<file path="src/rtl/barrel_shift_arbiter.sv">
// barrel_shift_arbiter
// Two-requester round-robin arbiter in front of one shared 8-bit rotator.
// The granted operand passes through a 2:1 mux into a single combinational
// rotator. The result is registered, tagged with the requester ID, and held
// until downstream accepts it.
//
// Ports:
//   clk, rst_n                   clock, asynchronous active-low reset
//   reqN_valid/_a/_amt/_lr       requester N operation (lr=1 rotates right)
//   reqN_ready                   requester N accepted this cycle
//   out_valid/out_y/out_id       registered result and producing requester
//   out_ready                    downstream accepts the result
module barrel_shift_arbiter #(
  parameter logic RR_INIT = 1'b0
) (
  input  logic       clk,
  input  logic       rst_n,
  input  logic       req0_valid,
  input  logic [7:0] req0_a,
  input  logic [2:0] req0_amt,
  input  logic       req0_lr,
  output logic       req0_ready,
  input  logic       req1_valid,
  input  logic [7:0] req1_a,
  input  logic [2:0] req1_amt,
  input  logic       req1_lr,
  output logic       req1_ready,
  output logic       out_valid,
  output logic [7:0] out_y,
  output logic       out_id,
  input  logic       out_ready
);

  localparam logic ST_IDLE = 1'b0;
  localparam logic ST_HOLD = 1'b1;

  logic       state_q, state_d;
  logic       prio_q, prio_d;
  logic [7:0] out_y_q, out_y_d;
  logic       out_id_q, out_id_d;

  logic       free;
  logic       grant0, grant1;
  logic       fire;
  logic       sel;
  logic [7:0] mux_a;
  logic [2:0] mux_amt;
  logic       mux_lr;
  logic [15:0] dbl;
  logic [15:0] dbl_sh;
  logic [7:0] rot_y;

  // The result register may load when it is empty or is being drained now.
  assign free = (state_q == ST_IDLE) | out_ready;

  // A lone valid wins outright; on contention prio picks the winner.
  assign grant0 = req0_valid & (~req1_valid | (prio_q == 1'b0));
  assign grant1 = req1_valid & (~req0_valid | (prio_q == 1'b1));

  // rst_n is folded in so no ready leaks out while reset is held.
  assign req0_ready = free & grant0 & rst_n;
  assign req1_ready = free & grant1 & rst_n;

  assign fire = (req0_valid & req0_ready) | (req1_valid & req1_ready);
  assign sel  = grant1;

  // Shared operand mux: only the granted request reaches the rotator.
  always_comb begin
    mux_a   = req0_a;
    mux_amt = req0_amt;
    mux_lr  = req0_lr;
    if (sel) begin
      mux_a   = req1_a;
      mux_amt = req1_amt;
      mux_lr  = req1_lr;
    end
  end

  // Rotate by shifting a doubled copy: right takes the low half, left the high.
  always_comb begin
    dbl    = {mux_a, mux_a};
    dbl_sh = 16'h0000;
    rot_y  = 8'h00;
    if (mux_lr) begin
      dbl_sh = dbl >> mux_amt;
      rot_y  = dbl_sh[7:0];
    end else begin
      dbl_sh = dbl << mux_amt;
      rot_y  = dbl_sh[15:8];
    end
  end

  always_comb begin
    state_d  = state_q;
    prio_d   = prio_q;
    out_y_d  = out_y_q;
    out_id_d = out_id_q;
    if (fire) begin
      state_d  = ST_HOLD;
      out_y_d  = rot_y;
      out_id_d = sel;
      prio_d   = ~sel;
    end else if (out_ready) begin
      state_d = ST_IDLE;
    end
  end

  always_ff @(posedge clk or negedge rst_n) begin
    if (!rst_n) begin
      state_q  <= ST_IDLE;
      prio_q   <= RR_INIT;
      out_y_q  <= 8'h00;
      out_id_q <= 1'b0;
    end else begin
      state_q  <= state_d;
      prio_q   <= prio_d;
      out_y_q  <= out_y_d;
      out_id_q <= out_id_d;
    end
  end

  assign out_valid = (state_q == ST_HOLD);
  assign out_y     = out_y_q;
  assign out_id    = out_id_q;

endmodule
</file>
<file path="config.mk">
export PLATFORM = sky130hd
export DESIGN_NAME = barrel_shift_arbiter
export DESIGN_NICKNAME = d
export VERILOG_FILES = /design/src/rtl/barrel_shift_arbiter.sv
export SDC_FILE = /design/constraint.sdc
export NUM_CORES = 1
export LEC_CHECK = 0
export ABC_AREA = 0
export CAP_MARGIN = 40
export CORE_MARGIN = 8
export CORE_UTILIZATION = 44
export CTS_BUF_LIST = sky130_fd_sc_hd__clkbuf_16
export CTS_CLUSTER_DIAMETER = 80
export DETAILED_ROUTE_END_ITERATION = 6
export GPL_TIMING_DRIVEN = 0
export MAX_ROUTING_LAYER = met4
export PLACE_DENSITY = 0.77
export RECOVER_POWER = 50
export SLEW_MARGIN = 20
export SYNTH_ARGS = -nofsm -noshare
export SYNTH_HDL_FRONTEND = slang
export SYNTH_SLANG_ARGS = --single-unit
</file>
<file path="constraint.sdc">
create_clock -name clk -period 2 [get_ports clk]
set_clock_uncertainty 0.2 [all_clocks]
set_input_delay 0.6 -clock clk [delete_from_list [all_inputs] [get_ports clk]]
set_output_delay 0.6 -clock clk [all_outputs]
set_load 0.05 [all_outputs]
</file>
==> results.yml, run 1 <==
cells_and_area:
  drive_gt1_share_pct: 39.57
  area_growth_pct: 61.46
  fillers: 270
  final_nets: 260
  num_antenna_cells: 0
  layout.cells.non_filler: 276
  multiInputGateArea_um2: 1196
  seq_area_um2: 275.3
  finalCoreUtilization_pct: 72.24
power_and_ir_drop:
  p_leak_nw: 1.064
  vdd_drop_max_uv: 389.1
  power_w: 0.001660
  power_density_nw_per_um2: 705.1
logic_synthesis:
  syn_area_um2: 1458
  synth_cells: 164
  yosysTopAreaCell: "dfrtp_1"
  yosysTopAreaCellShare_pct: 18.88
  ys_warn_count: 0
  ys.flop_type: "dfrtp_1"
  avgSynthCellArea_um2: 8.888
  synth_top_cells_by_area: "dfrtp_1 (19%), mux2i_1 (19%), a222oi_1 (5.5%)"
  async_flop_share_pct: 100.0
  synth_most_common_cell: "mux2i_1"
  synthDistinctLibCells: 40
  synth_top_cells_by_count: "mux2i_1 (27), a21oi_1 (11), dfrtp_1 (11), nand2_1 (11), a222oi_1 (8)"
  synth-seq-cells: 11
  synth_nets: 193
  synth_edf_count: 0
  ys_seq_area_share_pct: 18.88
global_routing:
  grt_pass1_wl_mm: 8.707
  antenna_found_initial: 0
  grt_pass1_vias: 1824
  grt_overflow: 0
  track_usage_pct: 21.20
  grt_start_max_net_pins: 12
setup_path:
  cp_max_fo: 7
  cp.required_ns: 1.90
  crit_type: "input pin to register"
  critical_path_arrival_ns: 2.04
  start_kind: "input pin"
  reg2reg_to: "out_y[4]"
  r2r_start: "prio_q"
  end_kind: "register"
  r2r_cells: 7
  r2r_slack_ns: -0.01
cts:
  clock-sinks: 11
  cts_made_buffers: 3
  clockRootBuffer: "clkbuf_16"
  clk_latency_ns: 0.24
  clock_path_buffers: 2
  htreeDepth: 1
  cts_tree: "built"
  clk_pin_slew_ns: 0.04
die:
  ios: 41
  fp.dieArea_um2: 5410
  die_y_um: 73.56
  row_count: 21
  coreArea_um2: 3258
  dieWidth_um: 73.56
  start_util_pct: 44.74
outcome:
  status: "finished with violations"
  violations: "negative setup slack"
routing:
  ant_nets: 0
  drt_first_pass_iters: 5
  postRouteWirelength_mm: 5.440
  drt_iter0_markers: 179
  drc: 0
  wire_per_inst_um: 19.71
  viasPerCell: 6.221
  dr_total_vias: 1717
sta:
  min_period_over_period_pct: 107.1
  tightest_slew_ns: 0.5508
  period_needed_ns: 2.142
  rsz0062_at_grt: "yes"
  fin_ws_ns: -0.1421
  tns_ns: -0.6076
  max-slew-margin-rel_pct: 63.16
  slew_violations: 0
  hold_viol: 0
  setup-violations-final: 8
  max_freq_mhz: 466.8
place:
  port_buffers: 37
  hpwl_mm: 3.763
  placedCellCount: 247
  place_ws_ns: -1.649
  gp_congestion: 0.9478
hold_path:
  hold_depth: 2
  hold-path-endpoint: "out_y[2]"
  hold_start: "out_y[2]"
  min_path_type: "register to register"
run:
  maxCapViolations: 0
## flip-flops by register name, indices dropped and copies added, names as in the netlist
name,flops
prio_q,1
out_y,8
out_id,1
out_valid,1
## repair_timing
item / in CTS / in global routing
endpoints found under the hold margin: 11 / 0
pin swaps: 21 / 20
hold buffers: 1 / 0
endpoints found under the setup margin: 23 / 11
gates resized for setup: 138 / 14
buffers inserted: 21 / 4
## area by class of cell
type | count | area share, %
well taps | 46 | 2.446
clock buffers | 3 | 3.190
plain buffers | 14 | 7.815
inverters | 1 | 0.1595
repair buffers | 62 | 23.71
flip-flops and latches | 11 | 11.70
clock inverters | 1 | 0.1595
multi-input cells | 138 | 50.82
## critical path: stages
cell and delay (ns):
buf_12 0.12, mux2_4 0.32, nor2_4 0.11, a21oi_2 0.05
a221o_1 0.36, a222oi_1 0.34, o211ai_1 0.15
## cell usage in the layout (no fill, tap or decap), types with 5 or more instances in the layout
cell / n
a21oi_1: 8
a221o_1: 7
buf_2: 5
nor2b_1: 6
mux2i_2: 5
mux2i_1: 22
dlygate4sd2_1: 13
dfrtp_1: 11
buf_6: 15
nor3_1: 7
a222oi_1: 8
a221oi_1: 6
buf_4: 23
nor2_1: 5
nand2_1: 8
## metrics by stage
step                      hold WS [ns]  area [um^2]
after floorplan                 0.1044         1509
after global placement          0.3038         1937
after detailed placement        0.3154         1937
after CTS                       0.3091         2292
after global routing            0.3515         2354
final                           0.3119         2354
## logic make-up (layout without fill, tap and decap cells)
family / after synthesis / after routing / share of synthesized area [%]
buffers and inverters: 15 / 81 / 8.068
AOI/OAI and AO/OA: 56 / 56 / 29.79
muxes: 35 / 35 / 26.52
and+or+nand+nor: 47 / 47 / 16.74
DFF: 11 / 11 / 18.88
## routing by layer
layer	wire length, um	global-route usage (%)
met1	2143	22.20
met2	2646	35.33
met3	395	5.321
met4	254	12.42
met5	0	-
## how the worst max path moves through the flow
stage / from / end / depth (start not counted)
floorplan: req0_amt[2] / out_y[0] / 5
global placement: rst_n / req0_ready / 5
detailed placement: rst_n / req0_ready / 5
CTS: req0_amt[2] / out_y[1] / 7
global route: req0_amt[2] / out_y[1] / 7
finish: req0_amt[2] / out_y[4] / 7
## report_power, final
group,switching [W],total [W],internal [W],leakage (nW)
combinational,0.000574,0.000973,0.000399,0.888
sequential,0.0000337,0.000320,0.000286,0.134
clock,0.000104,0.000367,0.000263,0.0423
total,0.000712,0.00166,0.000948,1.06
(Power assumes the default switching activity.)
==> run 2: changes to the inputs <==
--- a/config.mk
+++ b/config.mk
@@ -7,13 +7,12 @@
 export LEC_CHECK = 0
 export ABC_AREA = 0
 export CAP_MARGIN = 40
-export CORE_MARGIN = 8
+export CORE_MARGIN = 2
 export CORE_UTILIZATION = 44
 export CTS_BUF_LIST = sky130_fd_sc_hd__clkbuf_16
 export CTS_CLUSTER_DIAMETER = 80
 export DETAILED_ROUTE_END_ITERATION = 6
 export GPL_TIMING_DRIVEN = 0
-export MAX_ROUTING_LAYER = met4
 export PLACE_DENSITY = 0.77
 export RECOVER_POWER = 50
 export SLEW_MARGIN = 20
==> results.yml, run 2 (synthesis results as in run 1) <==
routing:
  wire_per_inst_um: 19.50
  top_layer_used: "met4"
  dr_total_vias: 1750
  drc: 0
  viasPerCell: 6.387
  postRouteWirelength_mm: 5.344
  drt_iter0_markers: 143
  drt_first_pass_iters: 5
  wl_met2_mm: 2.791
  route.met3.wl_um: 372
  met1_length_mm: 2.064
  ant_nets: 0
global_routing:
  grt_overflow: 0
  track_usage_pct: 27.14
  grt_start_max_net_pins: 14
  grt_pass1_wl_mm: 7.507
  grt_pass1_vias: 1607
  antenna_found_initial: 0
outcome:
  violations: "negative setup slack"
  status: "finished with violations"
power_and_ir_drop:
  vdd_drop_max_uv: 343.2
  power_density_nw_per_um2: 698.0
  p_leak_nw: 1.053
hold_path:
  hold_depth: 2
  hold_start: "out_y[0]"
  hold-path-endpoint: "out_y[0]"
  min_path_type: "register to register"
sta:
  setup-violations-final: 8
  period_needed_ns: 2.181
  hold_viol: 0
  fin_ws_ns: -0.1810
  max-slew-margin-rel_pct: 66.55
  whs_ns: 0.3106
  slew_violations: 0
  min_period_over_period_pct: 109.1
  tightest_slew_ns: 0.5001
  rsz0062_at_grt: "yes"
  max_freq_mhz: 458.5
setup_path:
  crit_type: "input pin to register"
  r2r_start: "prio_q"
  r2r_slack_ns: -0.09
  start_kind: "input pin"
  end_kind: "register"
  reg2reg_to: "out_y[4]"
  r2r_cells: 7
  critical_path_arrival_ns: 2.07
  cp.required_ns: 1.89
  cp_max_fo: 7
place:
  gp_congestion: 0.9027
  hpwl_mm: 3.521
  port_buffers: 37
die:
  start_util_pct: 46.98
  dieWidth_um: 61.56
  coreArea_um2: 3103
  row_count: 20
  fp.dieArea_um2: 3789
  die_y_um: 61.56
  ios: 41
cts:
  clk_pin_slew_ns: 0.04
  clock_path_buffers: 2
  htreeDepth: 1
  clock-sinks: 11
  cts_tree: "built"
  cts_made_buffers: 3
  clk_latency_ns: 0.24
  clockRootBuffer: "clkbuf_16"
cells_and_area:
  finalCoreUtilization_pct: 78.87
  final_cell_mix: "buf_4 (19), mux2i_1 (17), buf_6 (16)"
  area_growth_pct: 67.90
  largest_reg_flops: 8
  drive_gt1_share_pct: 46.52
  final_common_cell: "buf_4"
  seq_area_um2: 275.3
  multiInputGateArea_um2: 1323
  fillers: 207
  num_antenna_cells: 0
  final_nets: 260
run:
  maxCapViolations: 0
==> run 2: metrics by stage <==
stage / area [um^2] / setup TNS [ns] / worst slack, ns / instances / power (W)
CTS: 2260 / -0.6842 / -0.1867 / 267 / 0.001598
detailed placement: 1934 / -10.78 / -1.551 / 245 / 0.001189
finish: 2447 / -0.7065 / -0.1810 / 274 / 0.001708
global route: 2447 / -1.202 / -0.2275 / 274 / 0.001785
floorplan: 1509 / -1.104 / -0.2481 / 164 / 0.0009050
global placement: 1934 / -10.53 / -1.537 / 245 / 0.001176
==> run 2: worst max path at each step <==
stage                           start         end  slack, ns  cells after the start
after floorplan           req0_amt[2]    out_y[0]      -0.25                      5
after global placement          rst_n  req0_ready      -1.54                      5
after detailed placement        rst_n  req0_ready      -1.55                      5
after CTS                 req0_amt[2]    out_y[4]      -0.19                      7
after global routing      req0_amt[2]    out_y[0]      -0.23                      5
final                     req0_amt[2]    out_y[0]      -0.18                      5
==> run 2: per-layer routing <==
layer,track usage (%),vias to the layer above
li1,-,797
met1,32.48,835
met2,48.87,105
met3,4.202,13
met4,9.422,0
met5,0,-
==> run 2: cell type report <==
cell class / instances / area share [%]
Sequential cell: 11 / 11.25
Multi-Input combinational cell: 138 / 54.04
Clock inverter: 1 / 0.1534
Buffer: 13 / 7.413
Inverter: 1 / 0.1534
Clock buffer: 3 / 3.067
Tap cell: 44 / 2.249
Timing Repair Buffer: 63 / 21.68
==> run 2: timing repair <==
| item | CTS | global route |
|---|---|---|
| endpoints found under the setup margin | 23 | 11 |
| hold buffers | 0 | 1 |
| pin swaps | 21 | 22 |
| setup buffers | 19 | 4 |
| endpoints found under the hold margin | 0 | 11 |
| gates resized for setup | 138 | 47 |
| cloned | 0 | 2 |
==> run 2: critical path: stages <==
cell      delay (ns)
buf_12          0.11
mux4_2          0.50
a221o_1         0.36
a222oi_1        0.36
o211ai_1        0.13
==> run 2: report_power, final <==
group	internal (W)	total (W)	switching (W)
registers	0.000286	0.000321	0.0000351
clock network	0.000262	0.000356	0.0000944
logic	0.000428	0.00103	0.000603
total	0.000976	0.00171	0.000732
